**src/rtl/npu_pio_pkg.sv**
```systemverilog
// Shared types for the PIO command front end: command word layouts, status bit
// positions and dispatch FSM states.
package npu_pio_pkg;

  typedef enum logic [1:0] {
    OP_LOAD  = 2'b00,
    OP_STORE = 2'b01,
    OP_MOVE  = 2'b10,
    OP_SYS   = 2'b11
  } op_e;

  typedef struct packed {
    op_e         op;
    logic [8:0]  line;
    logic [12:0] addr;
    logic [7:0]  len;
  } ldst_cmd_t;

  typedef struct packed {
    op_e        op;
    logic [9:0] src;
    logic [9:0] dst;
    logic [1:0] rsvd;
    logic [7:0] len;
  } mv_cmd_t;

  typedef union packed {
    ldst_cmd_t   ldst;
    mv_cmd_t     mv;
    logic [31:0] raw;
  } cmd_t;

  localparam int ST_MV_DONE   = 31;
  localparam int ST_LDST_DONE = 30;
  localparam int ST_BUSY      = 29;
  localparam int ST_ERR_OVF   = 28;
  localparam int ST_ERR_ILL   = 27;
  localparam int ST_CNT_MSB   = 23;
  localparam int ST_CNT_LSB   = 20;

  typedef enum logic [1:0] {
    S_IDLE,
    S_ISSUE,
    S_WAIT
  } disp_state_e;

endpackage

```
**src/rtl/pio_cmd_fifo.sv**
```systemverilog
// Synchronous command FIFO of 32-bit words; exposes the registered occupancy and
// the occupancy it will hold after this edge.
module pio_cmd_fifo #(
  parameter  int DEPTH = 4,
  localparam int AW    = $clog2(DEPTH),
  localparam int CW    = AW + 1
) (
  input  logic          clk,
  input  logic          rst_n,
  input  logic          push,
  input  logic [31:0]   wdata,
  input  logic          pop,
  output logic [31:0]   rdata,
  output logic [CW-1:0] count,
  output logic [CW-1:0] count_nxt
);

  logic [31:0]   mem_q [DEPTH];
  logic [AW-1:0] wr_ptr_q, wr_ptr_d;
  logic [AW-1:0] rd_ptr_q, rd_ptr_d;
  logic [CW-1:0] count_q, count_d;

  always_comb begin
    // NOTE: every signal written here gets its default first, so no path can leave it unassigned and infer a latch.
    wr_ptr_d = wr_ptr_q;
    rd_ptr_d = rd_ptr_q;
    count_d  = count_q;
    if (push) wr_ptr_d = wr_ptr_q + 1'b1;
    if (pop)  rd_ptr_d = rd_ptr_q + 1'b1;
    if (push && !pop)      count_d = count_q + 1'b1;
    else if (pop && !push) count_d = count_q - 1'b1;
  end

  // NOTE: flops take non-blocking assignments so every register samples pre-edge values regardless of process order.
  always_ff @(posedge clk or negedge rst_n) begin
    if (!rst_n) begin
      wr_ptr_q <= '0;
      rd_ptr_q <= '0;
      count_q  <= '0;
    end else begin
      wr_ptr_q <= wr_ptr_d;
      rd_ptr_q <= rd_ptr_d;
      count_q  <= count_d;
    end
  end

  // NOTE: the storage array is deliberately not reset; reset empties the FIFO through the pointers, so stale words are never read.
  always_ff @(posedge clk) begin
    if (push) mem_q[wr_ptr_q] <= wdata;
  end

  assign rdata     = mem_q[rd_ptr_q];
  assign count     = count_q;
  assign count_nxt = count_d;

endmodule

```
**src/rtl/pio_cmd_dispatch.sv**
```systemverilog
// Host PIO front end: decodes and queues command words, issues them one at a time
// to the load/store or move engine, and reports completion/error status.
module pio_cmd_dispatch
  import npu_pio_pkg::*;
#(
  parameter int FIFO_DEPTH = 4,
  parameter int CNT_W      = 16
) (
  input  logic        clk,
  input  logic        rst_n,
  input  logic [31:0] h2f_pio32,
  input  logic        h2f_write,
  output logic [31:0] f2h_pio32,
  output logic        f2h_write,
  output logic        ldst_valid,
  input  logic        ldst_ready,
  output logic        ldst_is_store,
  output logic [8:0]  ldst_line,
  output logic [12:0] ldst_addr,
  output logic [7:0]  ldst_len,
  input  logic        ldst_done,
  output logic        mv_valid,
  input  logic        mv_ready,
  output logic [9:0]  mv_src,
  output logic [9:0]  mv_dst,
  output logic [7:0]  mv_len,
  input  logic        mv_done
);

  localparam int CW = $clog2(FIFO_DEPTH) + 1;

  cmd_t          in_cmd;
  logic          in_sys, cmd_clr, cmd_ill, q_req, fifo_full, fifo_push, fifo_pop, ovf;
  logic [31:0]   fifo_rdata;
  logic [CW-1:0] fifo_count, fifo_count_nxt;

  disp_state_e      state_q, state_d;
  cmd_t             cmd_q, cmd_d;
  logic             cur_is_mv;
  logic             mv_done_q, mv_done_d, ldst_done_q, ldst_done_d;
  logic             err_ovf_q, err_ovf_d, err_ill_q, err_ill_d;
  logic [CNT_W-1:0] cnt_q, cnt_d;
  logic [31:0]      status_q, status_d;
  logic             f2h_write_q, f2h_write_d;

  assign in_cmd    = cmd_t'(h2f_pio32);
  assign in_sys    = h2f_write && (in_cmd.ldst.op == OP_SYS);
  assign cmd_clr   = in_sys && (in_cmd.raw[29:0] == '0);
  assign cmd_ill   = in_sys && (in_cmd.raw[29:0] != '0);
  assign q_req     = h2f_write && (in_cmd.ldst.op != OP_SYS);
  // Full is judged on the registered count, so a same-cycle pop never rescues a push.
  assign fifo_full = (fifo_count == CW'(FIFO_DEPTH));
  assign fifo_push = q_req && !fifo_full;
  assign ovf       = q_req && fifo_full;

  pio_cmd_fifo #(.DEPTH(FIFO_DEPTH)) u_fifo (
    .clk       (clk),
    .rst_n     (rst_n),
    .push      (fifo_push),
    .wdata     (h2f_pio32),
    .pop       (fifo_pop),
    .rdata     (fifo_rdata),
    .count     (fifo_count),
    .count_nxt (fifo_count_nxt)
  );

  assign cur_is_mv = (cmd_q.ldst.op == OP_MOVE);

  always_comb begin
    state_d     = state_q;
    cmd_d       = cmd_q;
    fifo_pop    = 1'b0;
    mv_done_d   = mv_done_q;
    ldst_done_d = ldst_done_q;
    cnt_d       = cnt_q;
    unique case (state_q)
      S_IDLE: begin
        if (fifo_count != '0) begin
          fifo_pop = 1'b1;
          cmd_d    = cmd_t'(fifo_rdata);
          state_d  = S_ISSUE;
        end
      end
      S_ISSUE: begin
        if (cur_is_mv ? mv_ready : ldst_ready) begin
          state_d = S_WAIT;
          if (cur_is_mv) mv_done_d   = 1'b0;
          else           ldst_done_d = 1'b0;
        end
      end
      S_WAIT: begin
        // Only the outstanding engine's done retires the command.
        if (cur_is_mv ? mv_done : ldst_done) begin
          state_d = S_IDLE;
          cnt_d   = cnt_q + 1'b1;
          if (cur_is_mv) mv_done_d   = 1'b1;
          else           ldst_done_d = 1'b1;
        end
      end
      default: state_d = S_IDLE;
    endcase
  end

  always_comb begin
    err_ovf_d = err_ovf_q;
    err_ill_d = err_ill_q;
    if (cmd_clr) begin
      err_ovf_d = 1'b0;
      err_ill_d = 1'b0;
    end
    // Errors are applied after CLR so a coincident error wins.
    if (ovf)     err_ovf_d = 1'b1;
    if (cmd_ill) err_ill_d = 1'b1;
  end

  always_comb begin
    status_d                         = '0;
    status_d[ST_MV_DONE]             = mv_done_d;
    status_d[ST_LDST_DONE]           = ldst_done_d;
    status_d[ST_BUSY]                = (fifo_count_nxt != '0) || (state_d != S_IDLE);
    status_d[ST_ERR_OVF]             = err_ovf_d;
    status_d[ST_ERR_ILL]             = err_ill_d;
    status_d[ST_CNT_MSB:ST_CNT_LSB]  = 4'(fifo_count_nxt);
    status_d[CNT_W-1:0]              = cnt_d;
    // The strobe is registered alongside the word so it accompanies the new value.
    f2h_write_d                      = (status_d != status_q);
  end

  always_ff @(posedge clk or negedge rst_n) begin
    if (!rst_n) begin
      state_q     <= S_IDLE;
      cmd_q       <= '0;
      mv_done_q   <= 1'b0;
      ldst_done_q <= 1'b0;
      err_ovf_q   <= 1'b0;
      err_ill_q   <= 1'b0;
      cnt_q       <= '0;
      status_q    <= '0;
      f2h_write_q <= 1'b0;
    end else begin
      state_q     <= state_d;
      cmd_q       <= cmd_d;
      mv_done_q   <= mv_done_d;
      ldst_done_q <= ldst_done_d;
      err_ovf_q   <= err_ovf_d;
      err_ill_q   <= err_ill_d;
      cnt_q       <= cnt_d;
      status_q    <= status_d;
      f2h_write_q <= f2h_write_d;
    end
  end

  assign ldst_valid    = (state_q == S_ISSUE) && !cur_is_mv;
  assign mv_valid      = (state_q == S_ISSUE) && cur_is_mv;
  assign ldst_is_store = (cmd_q.ldst.op == OP_STORE);
  assign ldst_line     = cmd_q.ldst.line;
  assign ldst_addr     = cmd_q.ldst.addr;
  assign ldst_len      = cmd_q.ldst.len;
  assign mv_src        = cmd_q.mv.src;
  assign mv_dst        = cmd_q.mv.dst;
  assign mv_len        = cmd_q.mv.len;
  assign f2h_pio32     = status_q;
  assign f2h_write     = f2h_write_q;

endmodule
```
**config.mk**
```make
export PLATFORM = sky130hd
export DESIGN_NAME = pio_cmd_dispatch
export DESIGN_NICKNAME = d
export VERILOG_FILES = /design/src/rtl/npu_pio_pkg.sv /design/src/rtl/pio_cmd_fifo.sv /design/src/rtl/pio_cmd_dispatch.sv
export SDC_FILE = /design/constraint.sdc
export NUM_CORES = 1
export LEC_CHECK = 0
export CORE_ASPECT_RATIO = 0.9
export CORE_MARGIN = 2
export CORE_UTILIZATION = 40
export CTS_CLUSTER_SIZE = 24
export DETAILED_ROUTE_END_ITERATION = 6
export MAX_ROUTING_LAYER = met4
export PLACE_DENSITY_LB_ADDON = 0.3
export SETUP_SLACK_MARGIN = 0.5
export SYNTH_ARGS = -nofsm -noshare
export SYNTH_HDL_FRONTEND = slang
export SYNTH_SLANG_ARGS = --single-unit
```
**constraint.sdc**
```tcl
create_clock -name clk -period 3.4 [get_ports clk]
set_input_delay 0.34 -clock clk [delete_from_list [all_inputs] [get_ports clk]]
set_output_delay 0.34 -clock clk [all_outputs]
set_load 0.1 [all_outputs]
```
==> impl_metrics.toml <==
[status]
status = "finished clean"

[yosys]
yosysWarnings = 0
post-synth-top-count-cell = "edfxtp_1"
synth_edf_count = 128
synth_ff_type = "edfxtp_1"
synth_cell_types = 55
synth_top_area_share_pct = 46.9
synth_commonest_cells = "edfxtp_1 (128), buf_4 (70), dfrtp_1 (63)"
ys_ff_latch = 191
seq_area_frac_synth_pct = 66.2
synth_cells = 498
avgSynthCellArea_um2 = 16.4
async_flop_share_pct = 33.0
ys_top_cells_by_area = "edfxtp_1 (47%), dfrtp_1 (19%), mux4_2 (8.8%)"
syn_area_um2 = 8190
yosysTopAreaCell = "edfxtp_1"

[clocking]
postCtsSetupBuffers = 0
hold_buffers = 1
cts.root.buffer_cell = "clkbuf_16"
tritoncts = "built"
clk_path_buf_depth = 2
clkTransAtPathRegs_ps = 70
cts_resized = 0
ctsHtreeMaxLevel = 4
clkLatencyLatePin_ps = 430
cts_made_buffers = 17
cts_sinks = 191

[finish]
drive_above_1_share_pct = 21.3
area_growth_pct = 20.8
layoutNonFillerInstCount = 843
fillers = 1631
finalNetCount = 626
n_antenna_cell = 0

[die]
die_w_um = 155
die_h_um = 140
ios = 133
rows = 49
fp.dieArea_um2 = 21600
initial_utilization_pct = 40.9
design.core.area_um2 = 20000

[worst_setup_path]
startpoint_type = "flop"
worstPathArrival_ps = 2840
worstPathMaxFanout = 9
cp_num_buf_inv = 1
crit_path_max_incr_delay_ps = 430
cpMaxStageDelayCell = "dfrtp_2"
path_delay_family = "simple AND/OR/NAND/NOR gates"
crit_chain = "inv_1, ha_1, nand2_1, o221ai_1, nor2_1, or3_1, or4_4, mux2i_1"
cp.required_ps = 3710
critical_path_class = "reg -> reg"
crit_path_end_kind = "flop"

[routing]
drc = 0
vias = 4360
dr.pass1.iters = 5
ant_nets = 0
vias_per_cell = 5.17
drt-initial-drc-count = 285
routed_wl_mm = 16.2
wl_per_cell_um = 19.3

[global_routing]
grt_antenna_before_repair = 0
use_met1_pct = 21.3
grt_pass1_vias = 4439
grt_max_degree = 34
grt_pass1_wl_mm = 25.1
met2_usage_pct = 25.2
use_met3_pct = 3.27
overflow = 0
grt_use_total_pct = 15.9
top_usage_layer = "met2"

[timing]
finClkSkew_ps = 10.5
hold_viol = 0
rsz0062_at_grt = "false"
final_max_slew_viol_count = 0
slew_headroom_pct = 34.2
layout_min_cycle_time_ps = 2530
setup-violations-final = 0
worst_pin_slew_ps = 984
max_freq_mhz = 395
setup_ws_ps = 867
setup_tns_ps = 0
min_period_over_period_pct = 74.5

[placed_design]
dp_hpwl_mm = 10.9
dp_cells = 810
port_buffers = 124
pre_cts_ws_ps = 787
place_congestion = 0.824

[job]
max-cap-violations = 0

[min_path]
hold_path_class = "in -> async"
[state kept, by name (all words and copies together), names as in the netlist]
| name | count |
|---|---|
| cmd_q | 32 |
| cnt_q | 15 |
| f2h_pio32 | 7 |
| f2h_write | 1 |
| state_q | 2 |
| u_fifo.count | 2 |
| u_fifo.mem_q | 128 |
| u_fifo.rd_ptr_q | 2 |
| u_fifo.wr_ptr_q | 2 |
[final cells by class]
type	count	area, um2	share of cell area (%)
tap	255	319	3.22
clock buffer	17	425	4.30
clock inverter	15	168	1.69
timing repair buffer	135	1350	13.7
inverter	14	52.6	0.531
sequential	191	5420	54.8
multi-input combinational	216	2150	21.7
[placed cells by master (no fill, tap or decap), types with 8 or more instances in the layout]
cell,instances
nor2_1,17
xnor2_1,15
buf_4,9
ha_1,12
clkbuf_16,17
dfrtp_1,60
nand4_1,8
nand2_1,15
mux4_2,32
clkdlybuf4s50_1,121
inv_1,14
conb_1,8
mux2_2,33
edfxtp_1,128
[layer usage]
metal | wire length [um] | up-vias | part of all wire, %
met5 | 0 | - | 0
met4 | 104 | 0 | 0.64
li1 | - | 1955 | -
met3 | 729 | 10 | 4.5
met2 | 7950 | 154 | 49
met1 | 7450 | 2241 | 46
[per-stage QoR]
stage / hold slack, ps / cell area, um2 / utilization [%]
6_report: 444 / 9890 / 49.3
5_1_grt: 493 / 9890 / 49.3
4_1_cts: 438 / 9890 / 49.3
3_5_place_dp: 368 / 9290 / 46.3
3_3_place_gp: 357 / 9290 / 46.3
2_1_floorplan: 44.4 / 8220 / -
[final timing paths]
| kind | start | end | slack, ps | depth (start not counted) |
|---|---|---|---|---|
| setup / recovery | u_fifo.count[0] | f2h_write | 870 | 8 |
| hold / removal | rst_n | cnt_q[3] | 440 | 2 |
| setup reg to reg | u_fifo.count[0] | f2h_write | 870 | 8 |
| hold reg to reg | f2h_pio32[15] | f2h_pio32[15] | 470 | 1 |
| max in group asynchronous | rst_n | cmd_q[25] | 2180 | 3 |
| min in group clk | f2h_pio32[15] | f2h_pio32[15] | 470 | 1 |
[cell families (layout without fill, tap and decap cells)]
kind of cell	after synthesis	in the layout	synth area share (%)
AO/OA/AOI/OAI	29	29	2.99
XOR/XNOR	19	19	2.03
adder cells (fa/ha/maj)	12	12	1.83
buffers and inverters	98	181	7.94
flip-flops	191	191	66.2
multiplexers	67	67	13.6
other	1	8	0.0458
AND/OR/NAND/NOR	81	81	5.39
Power is not shown: default switching activity piles up to over one toggle a cycle in this logic, so the estimate is an artifact.
